### src/rtl/clock_reset_sequencer.sv
// Brings up the clock wizard: pulses its reset, qualifies lock, then releases the
// system and ADC domain resets in order, retrying on lock timeout and recovering on lock loss.
module clock_reset_sequencer #(
    parameter int RESET_CYCLES = 16,
    parameter int LOCK_TIMEOUT = 12500,
    parameter int LOCK_STABLE  = 64,
    parameter int RELEASE_GAP  = 16,
    parameter int MAX_RETRIES  = 3,
    parameter int CNT_WIDTH    = 16
) (
    input  logic       i_clock,
    input  logic       i_reset,
    input  logic       i_locked,
    input  logic       i_restart,
    output logic       o_mmcm_reset,
    output logic       o_sys_reset,
    output logic       o_adc_reset,
    output logic       o_ready,
    output logic       o_fail,
    output logic [7:0] o_lock_loss_count,
    output logic [2:0] o_state
);

    typedef enum logic [2:0] {
        RESET_MMCM = 3'd0,
        WAIT_LOCK  = 3'd1,
        STABLE     = 3'd2,
        REL_SYS    = 3'd3,
        REL_ADC    = 3'd4,
        RUN        = 3'd5,
        FAIL       = 3'd6
    } state_t;

    localparam int RETRY_W = (MAX_RETRIES < 2) ? 1 : $clog2(MAX_RETRIES + 1);

    // Timers count 0..N-1, so each phase compares against its last count.
    localparam logic [CNT_WIDTH-1:0] RESET_LAST   = CNT_WIDTH'(RESET_CYCLES - 1);
    localparam logic [CNT_WIDTH-1:0] TIMEOUT_LAST = CNT_WIDTH'(LOCK_TIMEOUT - 1);
    localparam logic [CNT_WIDTH-1:0] STABLE_LAST  = CNT_WIDTH'(LOCK_STABLE - 1);
    localparam logic [CNT_WIDTH-1:0] GAP_LAST     = CNT_WIDTH'(RELEASE_GAP - 1);
    localparam logic [RETRY_W-1:0]   RETRY_LIMIT  = RETRY_W'(MAX_RETRIES);

    state_t               state;
    state_t               state_nx;
    logic [CNT_WIDTH-1:0] timer;
    logic [CNT_WIDTH-1:0] timer_nx;
    logic [RETRY_W-1:0]   retries;
    logic [RETRY_W-1:0]   retries_nx;
    logic [7:0]           loss_nx;
    logic                 lock_meta;
    logic                 locked_s;
    logic                 mmcm_reset_nx;
    logic                 sys_reset_nx;
    logic                 adc_reset_nx;
    logic                 ready_nx;
    logic                 fail_nx;

    // i_locked comes from the MMCM with no relation to i_clock.
    always_ff @(posedge i_clock or negedge i_reset) begin
        if (!i_reset) begin
            lock_meta <= 1'b0;
            locked_s  <= 1'b0;
        end else begin
            // NOTE: non-blocking assignments make both flops sample the old values,
            // giving a true two-stage shift; blocking here would collapse it to one flop.
            lock_meta <= i_locked;
            locked_s  <= lock_meta;
        end
    end

    always_ff @(posedge i_clock or negedge i_reset) begin
        if (!i_reset) begin
            state             <= RESET_MMCM;
            timer             <= '0;
            retries           <= '0;
            o_lock_loss_count <= '0;
        end else begin
            state             <= state_nx;
            timer             <= timer_nx;
            retries           <= retries_nx;
            o_lock_loss_count <= loss_nx;
        end
    end

    always_comb begin
        // NOTE: every signal gets a default before the case so no path leaves one
        // unassigned, which would otherwise infer a latch.
        state_nx   = state;
        timer_nx   = timer;
        retries_nx = retries;
        loss_nx    = o_lock_loss_count;

        if (i_restart) begin
            state_nx   = RESET_MMCM;
            timer_nx   = '0;
            retries_nx = '0;
        end else begin
            unique case (state)
                RESET_MMCM: begin
                    if (timer == RESET_LAST) begin
                        state_nx = WAIT_LOCK;
                        timer_nx = '0;
                    end else begin
                        timer_nx = timer + CNT_WIDTH'(1);
                    end
                end
                WAIT_LOCK: begin
                    if (locked_s) begin
                        state_nx = STABLE;
                        timer_nx = '0;
                    end else if (timer == TIMEOUT_LAST) begin
                        timer_nx   = '0;
                        retries_nx = retries + RETRY_W'(1);
                        state_nx   = (retries_nx == RETRY_LIMIT) ? FAIL : RESET_MMCM;
                    end else begin
                        timer_nx = timer + CNT_WIDTH'(1);
                    end
                end
                STABLE: begin
                    // A single dropout restarts qualification without spending a retry.
                    if (!locked_s) begin
                        state_nx = WAIT_LOCK;
                        timer_nx = '0;
                    end else if (timer == STABLE_LAST) begin
                        state_nx = REL_SYS;
                        timer_nx = '0;
                    end else begin
                        timer_nx = timer + CNT_WIDTH'(1);
                    end
                end
                REL_SYS, REL_ADC, RUN: begin
                    if (!locked_s) begin
                        state_nx = RESET_MMCM;
                        timer_nx = '0;
                        loss_nx  = (o_lock_loss_count == 8'hFF) ? 8'hFF
                                                                : o_lock_loss_count + 8'd1;
                    end else if (state == REL_SYS) begin
                        if (timer == GAP_LAST) begin
                            state_nx = REL_ADC;
                            timer_nx = '0;
                        end else begin
                            timer_nx = timer + CNT_WIDTH'(1);
                        end
                    end else if (state == REL_ADC) begin
                        state_nx   = RUN;
                        retries_nx = '0;
                    end
                end
                FAIL: begin
                    state_nx = FAIL;
                end
                default: begin
                    state_nx = RESET_MMCM;
                    timer_nx = '0;
                end
            endcase
        end
    end

    // Outputs are decoded from the next state and registered, so they change on
    // the same edge as o_state and never glitch.
    always_comb begin
        mmcm_reset_nx = (state_nx == RESET_MMCM) || (state_nx == FAIL);
        sys_reset_nx  = !(state_nx inside {REL_SYS, REL_ADC, RUN});
        adc_reset_nx  = !(state_nx inside {REL_ADC, RUN});
        ready_nx      = (state_nx == RUN);
        fail_nx       = (state_nx == FAIL);
    end

    always_ff @(posedge i_clock or negedge i_reset) begin
        if (!i_reset) begin
            o_mmcm_reset <= 1'b1;
            o_sys_reset  <= 1'b1;
            o_adc_reset  <= 1'b1;
            o_ready      <= 1'b0;
            o_fail       <= 1'b0;
        end else begin
            o_mmcm_reset <= mmcm_reset_nx;
            o_sys_reset  <= sys_reset_nx;
            o_adc_reset  <= adc_reset_nx;
            o_ready      <= ready_nx;
            o_fail       <= fail_nx;
        end
    end

    assign o_state = state;

endmodule

### config.mk
export PLATFORM = sky130hd
export DESIGN_NAME = clock_reset_sequencer
export DESIGN_NICKNAME = d
export VERILOG_FILES = /design/src/rtl/clock_reset_sequencer.sv
export SDC_FILE = /design/constraint.sdc
export NUM_CORES = 1
export LEC_CHECK = 0
export ABC_AREA = 1
export BUFFER_PORTS_ARGS = -buffer_cell sky130_fd_sc_hd__clkbuf_2
export CORE_MARGIN = 5
export CORE_UTILIZATION = 53
export CTS_CLUSTER_SIZE = 16
export DETAILED_ROUTE_END_ITERATION = 8
export GPL_ROUTABILITY_DRIVEN = 0
export PLACE_DENSITY_LB_ADDON = 0.15
export SLEW_MARGIN = 20
export SYNTH_ARGS = -nofsm -noshare
export SYNTH_HDL_FRONTEND = slang
export SYNTH_SLANG_ARGS = --single-unit
### constraint.sdc
create_clock -name i_clock -period 1.55 [get_ports i_clock]
set_input_delay 0.155 -clock i_clock [delete_from_list [all_inputs] [get_ports i_clock]]
set_output_delay 0.155 -clock i_clock [all_outputs]
set_load 0.02 [all_outputs]
==> flow_metrics.tcl <==
set metrics [dict create \
    status "finished with violations" \
    violations "negative setup slack" \
    port_buffers 19 \
    total_power_mw 1.836 \
    drc_errors 0 \
    drt_iter0_markers 124 \
    nets 351 \
    synth_top_area_share_pct 40.32 \
    async_flop_share_pct 100.0 \
    holdCritPathClass "in2reg" \
    clockBufferDepth 2 \
    p_leak_nw 1.467 \
    drive_gt1_share_pct 39.71 \
    synth_warnings 0 \
    cts_buffers 5 \
    rows 22 \
    io_pins 20 \
    wl_per_cell_microns 13.69 \
    die_height_microns 72.17 \
    finalMaxSlewViolations 0 \
    ys.flop_type "dfrtp_1" \
    tritoncts "yes" \
    finalHoldViolations 0 \
    place_ws_ns -0.1625 \
    htree_levels 2 \
    grt_pass1_wl_microns 8645 \
    final.setup.worst_slack_ns -0.1110 \
    tightest_slew_ns 0.4278 \
    startpoint_type "flip-flop" \
    syn_inst 262 \
    period_minus_slack_ns 1.661 \
    die-area_sq_mm 0.005208 \
    yosys.cell_types.count 33 \
    dp_hpwl_microns 3818 \
    crit_arrival_ns 1.90 \
    area_growth_pct 43.49 \
    criticalPathCategory "reg2reg" \
    slew_headroom_pct 71.48 \
    synth_nets 269 \
    antenna_found_initial 0 \
    vias_per_cell 5.214 \
    start_util_pct 55.12 \
    maxCapViolCount 0 \
    fin_crit_sh_pct 107.2 \
    cts_sinks 36 \
    wirelength_microns 5379 \
    max_freq_mhz 602.0 \
    clkTransAtPathRegs_ns 0.07 \
    ant_nets 0 \
    end_kind "flip-flop" \
    first_global_vias 1918 \
    critPathRequiredTime_ns 1.78 \
    grt_overflow 0 \
    setup_viol 24 \
    synth_enable_flop_cells 0 \
    peakVddDrop_mv 0.5926 \
    ys_seq_area_share_pct 44.17 \
    p_per_area_mw_per_mm2 624.7 \
    core-area_sq_mm 0.003716 \
    worst_clock_skew_ns 0.003863 \
    yosys_register_bits 36 \
    fp.dieW_microns 72.17 \
    netlist_top_cells_area "dfrtp_1 40%, nand2_1 9.7%, inv_1 6.4%, nand3_1 5.6%, nor2_1 5.1%" \
    synth_top_area_cell "dfrtp_1" \
    syn_area_sq_mm 0.002048 \
    grt_max_degree 22 \
    firstDrtPassIters 5 \
    avgSynthCellArea_sq_um 7.818 \
    n_antenna_cell 0 \
    cts-root-buf "clkbuf_8" \
    clock_latency_ns 0.29 \
    rsz0062_at_grt "true" \
    vias 2049 \
    grt_usage_pct 21.16 \
    worstPathMaxFanout 5 \
]
==> critical path, cell delays in order, from the launching register on <==
cell      delay (ns)
dfrtp_1         0.42
buf_12          0.15
nor4_4          0.26
buf_4           0.16
nand4_1         0.11
a21oi_2         0.26
nand3b_1        0.14
nand2_1         0.10
==> routing by layer <==
layer	up-vias	part of all wire [%]	wire, microns	track usage (%)
met2	65	47	2519	34.38
met1	943	45	2415	28.00
met4	0	2.9	157	7.307
li1	1020	-	-	-
met5	-	0	0	0
met3	21	5.3	287	4.432
==> cell usage after synthesis (2+ instances only) <==
cell type   n
nor3_1      6
nand4_1    11
a21oi_1    11
nand3b_1    2
nand3_2     2
ha_1        3
dfrtp_1    33
xnor2_1     3
xor2_1      9
nor2_4      2
dfstp_2     3
nand2_1    53
o21ai_1     2
buf_4       2
o21ai_0    18
nor2_2      2
inv_1      35
nand3_1    23
nor2_1     28
==> area by class of cell <==
cell class,instances,area [sq um]
Fill cell,251,777.0
Clock inverter,1,7.507
Sequential cell,36,908.4
Multi-Input combinational cell,186,1141
Tap cell,48,60.06
Timing Repair Buffer,79,598.1
Inverter,36,137.6
Clock buffer,7,86.33
==> where the power goes <==
group / internal (mW) / switching (mW) / total (mW)
logic: 0.0648 / 0.0908 / 0.156
registers: 0.962 / 0.0188 / 0.981
clock network: 0.361 / 0.339 / 0.700
total: 1.39 / 0.449 / 1.84
==> per-stage QoR <==
step                      hold WS (ns)  util, %  TNS [ns]  area, sq um  instances
after floorplan                -0.1406        -  -0.06314         2053        262
after global placement          0.1034    68.15    -1.010         2532        369
after detailed placement        0.1153    68.15    -2.234         2532        369
after CTS                       0.1701    73.87    -1.064         2745        384
after global routing            0.1934    79.09    -3.852         2939        393
final                           0.1903    79.09   -0.9590         2939        393
==> cells by family after synthesis <==
logic type | synth area share (%)
compound gates | 9.042
fa+ha+maj | 1.833
xor+xnor | 5.132
flops | 44.17
simple gates | 31.77
buf+inv | 8.063
==> cells in the final DEF (no fill, tap or decap), types with 5 or more instances in the layout <==
cell / synthesis / layout
nand3_1: 23 / 19
xor2_1: 9 / 9
dfrtp_1: 33 / 30
o21ai_1: 2 / 11
nor2_2: 2 / 7
nand2_1: 53 / 46
nand2_2: 1 / 8
clkbuf_8: 0 / 6
nand3_2: 2 / 5
buf_4: 2 / 50
nand4_1: 11 / 11
clkbuf_2: 0 / 19
a21oi_1: 11 / 5
nor2_4: 2 / 6
inv_1: 35 / 33
a21oi_2: 1 / 7
nor3_1: 6 / 5
buf_6: 1 / 6
nor2_1: 28 / 19
o21ai_0: 18 / 6
==> sequential cells by signal (all words and copies together) (netlist names) <==
signal,flops
retries,2
lock_meta,1
o_ready,1
o_state,3
locked_s,1
o_adc_reset,1
o_fail,1
o_sys_reset,1
timer,16
o_lock_loss_count,8
o_mmcm_reset,1
==> path summary, 6_finish.rpt <==
path | start | end | slack [ns] | cells past startpoint
min in group asynchronous | i_reset | o_lock_loss_count[7]$_DFFE_PN0P_ | 0.32 | 2
worst min-delay path | i_restart | o_ready$_DFF_PN0_ | 0.19 | 2
max in group asynchronous | i_reset | o_lock_loss_count[1]$_DFFE_PN0P_ | 0.78 | 3
worst max-delay path | locked_s$_DFF_PN0_ | o_mmcm_reset$_DFF_PN1_ | -0.11 | 7
worst min register to register | lock_meta$_DFF_PN0_ | locked_s$_DFF_PN0_ | 0.36 | 0
worst max register to register | locked_s$_DFF_PN0_ | o_mmcm_reset$_DFF_PN1_ | -0.11 | 7
==> what timing repair did <==
| item | CTS | global route |
|---|---|---|
| setup buffers | 5 | 9 |
| pin swaps | 2 | 7 |
| hold buffers | 2 | 0 |
| hold endpoints to repair | 13 | 0 |
| setup endpoints to repair | 31 | 33 |
| gates resized for setup | 21 | 43 |
(Power assumes the default switching activity.)
